**config.mk**
```make
export PLATFORM = sky130hd
export DESIGN_NAME = spi_led_ctrl_flat
export DESIGN_NICKNAME = d
export VERILOG_FILES = /design/src/rtl/spi_led_ctrl_if.sv /design/src/rtl/spi_led_ctrl.sv /design/src/flat_wrapper.sv
export SDC_FILE = /design/constraint.sdc
export NUM_CORES = 1
export LEC_CHECK = 0
export CAP_MARGIN = 20
export CORE_MARGIN = 2
export CORE_UTILIZATION = 50
export CTS_BUF_LIST = sky130_fd_sc_hd__clkbuf_16
export DETAILED_ROUTE_END_ITERATION = 12
export PLACE_DENSITY_LB_ADDON = 0.3
export SLEW_MARGIN = 0
export SYNTH_ARGS = -nofsm -noshare
export SYNTH_HDL_FRONTEND = slang
export SYNTH_SLANG_ARGS = --single-unit
```
**constraint.sdc**
```tcl
create_clock -name sysclk -period 6.9 [get_ports sysclk]
set_input_delay 1.725 -clock sysclk [delete_from_list [all_inputs] [get_ports sysclk]]
set_output_delay 1.725 -clock sysclk [all_outputs]
set_load 0.05 [all_outputs]
```
**src/rtl/spi_led_ctrl_if.sv**
```systemverilog
// Bundle of signals between spi_slave and the LED command sequencer.
// The slave modport is the sequencer's view; master is the SPI-side view.
interface spi_led_ctrl_if #(
   parameter int NUM_LED = 4
);
   logic [7:0]           i_cmd;
   logic [7:0]           i_addr;
   logic [7:0]           i_payload;
   logic                 i_rx_dv;
   logic                 i_rx_addr_dv;
   logic                 i_rd_bypass;
   logic [7:0]           o_tx_payload;
   logic [8*NUM_LED-1:0] o_led_duty;
   logic                 o_wr_pulse;
   logic                 o_err_pulse;
   logic [7:0]           o_err_cnt;
   logic [15:0]          o_frame_cnt;
   logic [2:0]           o_state;

   modport slave (
      input  i_cmd, i_addr, i_payload, i_rx_dv, i_rx_addr_dv, i_rd_bypass,
      output o_tx_payload, o_led_duty, o_wr_pulse, o_err_pulse,
             o_err_cnt, o_frame_cnt, o_state
   );

   modport master (
      output i_cmd, i_addr, i_payload, i_rx_dv, i_rx_addr_dv, i_rd_bypass,
      input  o_tx_payload, o_led_duty, o_wr_pulse, o_err_pulse,
             o_err_cnt, o_frame_cnt, o_state
   );
endinterface

```
**src/rtl/spi_led_ctrl.sv**
```systemverilog
// LED command sequencer: tracks SPI frame boundaries, answers brightness
// reads in time for the slave's payload load, and commits writes at frame end.
module spi_led_ctrl #(
   parameter int         NUM_LED      = 4,
   parameter logic [7:0] CMD_NOP      = 8'h00,
   parameter logic [7:0] CMD_LED_SET  = 8'h01,
   parameter logic [7:0] CMD_LED_READ = 8'h02,
   parameter logic [7:0] MAX_DUTY     = 8'd100,
   parameter logic [7:0] DUTY_RST     = 8'd0
) (
   input  logic          sysclk,
   input  logic          rst,
   spi_led_ctrl_if.slave bus
);
   localparam int         IDX_W     = (NUM_LED > 1) ? $clog2(NUM_LED) : 1;
   localparam logic [7:0] NUM_LED_B = 8'(NUM_LED);

   typedef enum logic [2:0] {
      ST_SYNC   = 3'd0,
      ST_IDLE   = 3'd1,
      ST_RX     = 3'd2,
      ST_COMMIT = 3'd3
   } state_t;

   state_t      state_reg, state_next;
   logic        rx_dv_prev_reg;
   logic        addr_seen_reg;
   logic [7:0]  tx_payload_reg;
   logic        wr_pulse_reg, err_pulse_reg;
   logic [7:0]  err_cnt_reg;
   logic [15:0] frame_cnt_reg;
   logic [7:0]  duty_reg [NUM_LED];

   logic             rx_dv_fall, rx_dv_rise;
   logic             addr_in_range;
   logic [IDX_W-1:0] duty_idx;
   logic [7:0]       clamped_payload;
   logic             frame_end, wr_en, err_en;

   assign rx_dv_fall      = rx_dv_prev_reg & ~bus.i_rx_dv;
   assign rx_dv_rise      = ~rx_dv_prev_reg & bus.i_rx_dv;
   assign addr_in_range   = (bus.i_addr < NUM_LED_B);
   assign duty_idx        = bus.i_addr[IDX_W-1:0];
   assign clamped_payload = (bus.i_payload > MAX_DUTY) ? MAX_DUTY : bus.i_payload;

   // State register; SYNC after reset so a frame already in flight is dropped.
   always_ff @(posedge sysclk) begin
      if (rst) state_reg <= ST_SYNC;
      else     state_reg <= state_next;
   end

   // Next state plus frame-end decode; the decode sees the slave's final
   // cmd/addr/payload on the rx_dv rising edge, so its results are registered
   // on the same edge that enters COMMIT.
   always_comb begin
      state_next = state_reg;
      frame_end  = 1'b0;
      wr_en      = 1'b0;
      err_en     = 1'b0;
      case (state_reg)
         ST_SYNC:   if (bus.i_rx_dv) state_next = ST_IDLE;
         ST_IDLE:   if (rx_dv_fall) state_next = ST_RX;
         ST_RX: begin
            if (rx_dv_rise) begin
               state_next = ST_COMMIT;
               frame_end  = 1'b1;
               if (!(addr_seen_reg | bus.i_rx_addr_dv)) begin
                  err_en = 1'b1;
               end else if (bus.i_cmd == CMD_NOP) begin
                  err_en = 1'b0;
               end else if (bus.i_cmd == CMD_LED_SET) begin
                  wr_en  = addr_in_range;
                  err_en = ~addr_in_range;
               end else if (bus.i_cmd == CMD_LED_READ) begin
                  err_en = ~addr_in_range;
               end else begin
                  err_en = 1'b1;
               end
            end
         end
         ST_COMMIT: state_next = ST_IDLE;
         default:   state_next = ST_SYNC;
      endcase
   end

   // Edge detector, address-seen flag, read response, pulses and counters.
   always_ff @(posedge sysclk) begin
      if (rst) begin
         rx_dv_prev_reg <= 1'b1;
         addr_seen_reg  <= 1'b0;
         tx_payload_reg <= 8'h00;
         wr_pulse_reg   <= 1'b0;
         err_pulse_reg  <= 1'b0;
         err_cnt_reg    <= 8'h00;
         frame_cnt_reg  <= 16'h0000;
      end else begin
         rx_dv_prev_reg <= bus.i_rx_dv;
         if (state_reg != ST_RX)    addr_seen_reg <= 1'b0;
         else if (bus.i_rx_addr_dv) addr_seen_reg <= 1'b1;
         if (state_reg == ST_RX && bus.i_rd_bypass && bus.i_rx_addr_dv)
            tx_payload_reg <= addr_in_range ? duty_reg[duty_idx] : 8'h00;
         wr_pulse_reg  <= wr_en;
         err_pulse_reg <= err_en;
         if (frame_end) frame_cnt_reg <= frame_cnt_reg + 16'd1;
         if (err_en && err_cnt_reg != 8'hFF) err_cnt_reg <= err_cnt_reg + 8'd1;
      end
   end

   generate
      for (genvar gi = 0; gi < NUM_LED; gi++) begin : g_led
         // Per-LED brightness register, written only by a decoded SET.
         always_ff @(posedge sysclk) begin
            if (rst)
               duty_reg[gi] <= DUTY_RST;
            else if (wr_en && duty_idx == IDX_W'(gi))
               duty_reg[gi] <= clamped_payload;
         end
         assign bus.o_led_duty[8*gi +: 8] = duty_reg[gi];
      end
   endgenerate

   assign bus.o_tx_payload = tx_payload_reg;
   assign bus.o_wr_pulse   = wr_pulse_reg;
   assign bus.o_err_pulse  = err_pulse_reg;
   assign bus.o_err_cnt    = err_cnt_reg;
   assign bus.o_frame_cnt  = frame_cnt_reg;
   assign bus.o_state      = state_reg;
endmodule

```
**src/flat_wrapper.sv**
```systemverilog
// flat-port wrapper written by rule: the top's interface ports become plain ports
module spi_led_ctrl_flat 
#(
   parameter int         NUM_LED      = 4,
   parameter logic [7:0] CMD_NOP      = 8'h00,
   parameter logic [7:0] CMD_LED_SET  = 8'h01,
   parameter logic [7:0] CMD_LED_READ = 8'h02,
   parameter logic [7:0] MAX_DUTY     = 8'd100,
   parameter logic [7:0] DUTY_RST     = 8'd0
)
  (sysclk, rst, bus_i_cmd, bus_i_addr, bus_i_payload, bus_i_rx_dv, bus_i_rx_addr_dv, bus_i_rd_bypass, bus_o_tx_payload, bus_o_led_duty, bus_o_wr_pulse, bus_o_err_pulse, bus_o_err_cnt, bus_o_frame_cnt, bus_o_state);
  spi_led_ctrl_if #(.NUM_LED(NUM_LED)) bus_i ();
  input  logic sysclk;
  input  logic rst;
  input wire logic [$bits(bus_i.i_cmd)-1:0] bus_i_cmd;
  input wire logic [$bits(bus_i.i_addr)-1:0] bus_i_addr;
  input wire logic [$bits(bus_i.i_payload)-1:0] bus_i_payload;
  input wire logic [$bits(bus_i.i_rx_dv)-1:0] bus_i_rx_dv;
  input wire logic [$bits(bus_i.i_rx_addr_dv)-1:0] bus_i_rx_addr_dv;
  input wire logic [$bits(bus_i.i_rd_bypass)-1:0] bus_i_rd_bypass;
  output wire logic [$bits(bus_i.o_tx_payload)-1:0] bus_o_tx_payload;
  output wire logic [$bits(bus_i.o_led_duty)-1:0] bus_o_led_duty;
  output wire logic [$bits(bus_i.o_wr_pulse)-1:0] bus_o_wr_pulse;
  output wire logic [$bits(bus_i.o_err_pulse)-1:0] bus_o_err_pulse;
  output wire logic [$bits(bus_i.o_err_cnt)-1:0] bus_o_err_cnt;
  output wire logic [$bits(bus_i.o_frame_cnt)-1:0] bus_o_frame_cnt;
  output wire logic [$bits(bus_i.o_state)-1:0] bus_o_state;
  assign bus_i.i_cmd = bus_i_cmd;
  assign bus_i.i_addr = bus_i_addr;
  assign bus_i.i_payload = bus_i_payload;
  assign bus_i.i_rx_dv = bus_i_rx_dv;
  assign bus_i.i_rx_addr_dv = bus_i_rx_addr_dv;
  assign bus_i.i_rd_bypass = bus_i_rd_bypass;
  assign bus_o_tx_payload = bus_i.o_tx_payload;
  assign bus_o_led_duty = bus_i.o_led_duty;
  assign bus_o_wr_pulse = bus_i.o_wr_pulse;
  assign bus_o_err_pulse = bus_i.o_err_pulse;
  assign bus_o_err_cnt = bus_i.o_err_cnt;
  assign bus_o_frame_cnt = bus_i.o_frame_cnt;
  assign bus_o_state = bus_i.o_state;
  spi_led_ctrl #(.NUM_LED(NUM_LED), .CMD_NOP(CMD_NOP), .CMD_LED_SET(CMD_LED_SET), .CMD_LED_READ(CMD_LED_READ), .MAX_DUTY(MAX_DUTY), .DUTY_RST(DUTY_RST)) u_core (.sysclk(sysclk), .rst(rst), .bus(bus_i));
endmodule
```
==> summary.md <==
| Metric | Value |
|---|---|
| Flops & latches, synth | 70 |
| Gr usage total | between 20 and 25% |
| Critical-path top delay cell | o21ai_0 |
| Leakage | about 1.5 nW |
| Setup TNS | 0 ps |
| Critical path launch point type | input port |
| Placer Congestion | about 0.84 |
| Post-Syn Area | roughly 3100 um2 |
| Ant. Diodes | 0 |
| FP Rows | 28 |
| Post-CTS Setup Bufs | 0 |
| Max FFs per register | 32 |
| Critical Path AT | around 4500 ps |
| First-pass GRT wire length | around 12,000 um |
| CTS Hold Bufs | 0 |
| Vias in the first global route | between 2,000 and 3,000 |
| Slew HR | between 20% and 30% |
| Die width | about 83 um |
| Post-CTS resize count | 0 |
| Async S/R FF share, synth | 0% |
| Main flop type after synthesis | dfxtp_1 |
| Nets | around 430 |
| DP Wirelength | 5720 um |
| Routed WL per cell | 16.2 um |
| Final ANT Viol Nets | 0 |
| Fin crit share | 65.8% |
| Critical path class | input port to flip-flop |
| Die height | slightly above 80 um |
| Slew at the pin with the worst max-slew slack | 1100 ps |
| Commonest non-fill, non-tap cells in the layout | clkdlybuf4s50_1, nor2_1, dfxtp_1 |
| Most frequent CP cell | or4_1 |
| CTS Sinks | 70 |
| EDFF count, synth | 32 |
| Die area | between 6000 and 7000 um2 |
| Final hold vios | 0 |
| Core area | around 6000 um2 |
| # setup viols final | 0 |
| Cells after DPL | between 400 and 500 |
| Fmax | 220 MHz |
| Top Ports | 98 |
| Setup crit end kind | flip-flop |
| Clk_lat worst skew | between 300 and 400 ps |
| H-tree depth | 3 |
| Worst EP required | ~7000 ps |
| Vias/cell | ~5.5 |
| Largest net degree at the start of global routing | between 40 and 50 |
| Slowest stage delay, CP | slightly below 900 ps |
| Clock Pin Slew Worst Setup and Hold Paths | 60 ps |
| Status | finished, final reports clean |
| Synth Instances | slightly below 300 |
| Min Clock Period, post-route | between 4000 and 5000 ps |
| Pre-CTS setup slack | ~2000 ps |
| Ys Warns | 0 |
| Vias | 2,607 |
| CTS tree | done |
| Hold WC Path Type | flip-flop to flip-flop |
| Power density over the cells | roughly 230 nW/um2 |
| Port Buf Inserts | 96 |
| Worst-case vdd ir drop | 146 uV |
| Sequential fraction of the synthesis area | 55.0% |
| Post-Layout Cell Count | 473 |
| Skew final | about 5.5 ps |
| PnR worst setup slack | 2360 ps |
| Initial antenna violation count | 0 |
| Number of max-cap violations | 0 |
| RSZ-0062 raised after global routing | false |
| Layout cells sized above 1 | between 10% and 20% |
| Crit Path Max Fanout | 11 |
| Worst path cell trace | clkdlybuf4s50_1 -> or4_1 -> or4_1 -> or3_4 -> o21ai_0 |
| Pre-Repair DR Iteration Count | 4 |
| Routed Wire Length | 7650 um |
| Clock buffer count from CTS | 9 |
| Count of final max-slew check failures | 0 |
| Most common cell after layout, fill and taps aside | clkdlybuf4s50_1 |
| Drc violations | 0 |
| Synthesized area per cell | 10.8 um2 |
| Root Driver | clkbuf_16 |
| Grt ovf | 0 |
| DR iter-0 viols | ~160 |
| Max clock buf depth | 2 |
| Yosys cell types | 45 |
| Area growth syn-to-layout | 41.7% |
| Initial Util | 52.2% |
-- kinds of logic after synthesis --
| group | synth area share (%) |
|---|---|
| AO/OA/AOI/OAI | 7.04 |
| XOR/XNOR | 4.20 |
| flip-flops | 55.0 |
| other | 0.120 |
| AND/OR/NAND/NOR | 22.2 |
| multiplexers | 6.80 |
| buffers and inverters | 2.68 |
| adder cells (fa/ha/maj) | 2.00 |
-- synthesized netlist by cell type, types with 4 or more instances --
cell	instances	area, um2
or4_1	6	45.0
nor2_1	62	233
ha_1	5	62.6
dfxtp_1	38	761
or3_4	6	67.6
nand2_1	18	67.6
mux4_2	8	180
a22oi_1	8	60.1
xnor2_1	5	43.8
a21oi_1	10	50.1
inv_1	6	22.5
nand4_1	4	25.0
clkbuf_1	8	30.0
edfxtp_1	32	961
nor3_1	5	25.0
xor2_1	10	87.6
nand3_1	8	40.0
o31ai_1	6	45.0
o21ai_0	7	35.0
-- where the power goes --
group	internal, mW	switching [mW]	total [mW]
Sequential	0.448	0.0114	0.459
Clock	0.240	0.173	0.412
Combinational	0.0663	0.103	0.170
Total	0.753	0.287	1.04
-- final cells by class --
| type | count | area, um2 |
|---|---|---|
| repair buffers | 101 | 991 |
| clock buffers | 9 | 225 |
| inverters | 6 | 22.5 |
| flip-flops and latches | 70 | 1720 |
| multi-input cells | 205 | 1340 |
| well taps | 75 | 93.8 |
| clock inverters | 7 | 41.3 |
| fillers | 447 | 1560 |
-- path summary, 6_finish.rpt --
path                      startpoint  slack, ps                 endpoint  cells after the start
max                     bus_i_cmd[2]       2360    u_core.duty_reg[2][7]                      5
min          u_core.bus.o_err_cnt[7]        510  u_core.bus.o_err_cnt[7]                      2
max reg2reg    u_core.bus.o_state[0]       3990    u_core.duty_reg[2][7]                      6
min reg2reg  u_core.bus.o_err_cnt[7]        510  u_core.bus.o_err_cnt[7]                      2
-- through the flow --
stage	cell area, um2	utilization (%)	hold slack, ps	total power, mW
after global routing	4430	74.0	531	1.08
after CTS	4420	73.8	511	1.04
after global placement	4150	69.3	487	0.630
final	4430	74.0	509	1.04
after detailed placement	4150	69.3	499	0.637
after floorplan	3140	-	486	0.575
-- worst max-delay path, delay by kind of cell --
kind	cells	cell delay, ps
buf+inv	1	390
compound gates	1	890
simple gates	3	1470
-- layer usage --
metal / vias to the layer above / share of wire, % / GRT usage, %
met5: - / 0 / 0
met4: 0 / 2.0 / 9.24
met3: 16 / 5.4 / 5.57
met2: 97 / 54 / 39.7
met1: 1246 / 39 / 26.4
li1: 1248 / - / -
Power figures use the tool's default switching activity.
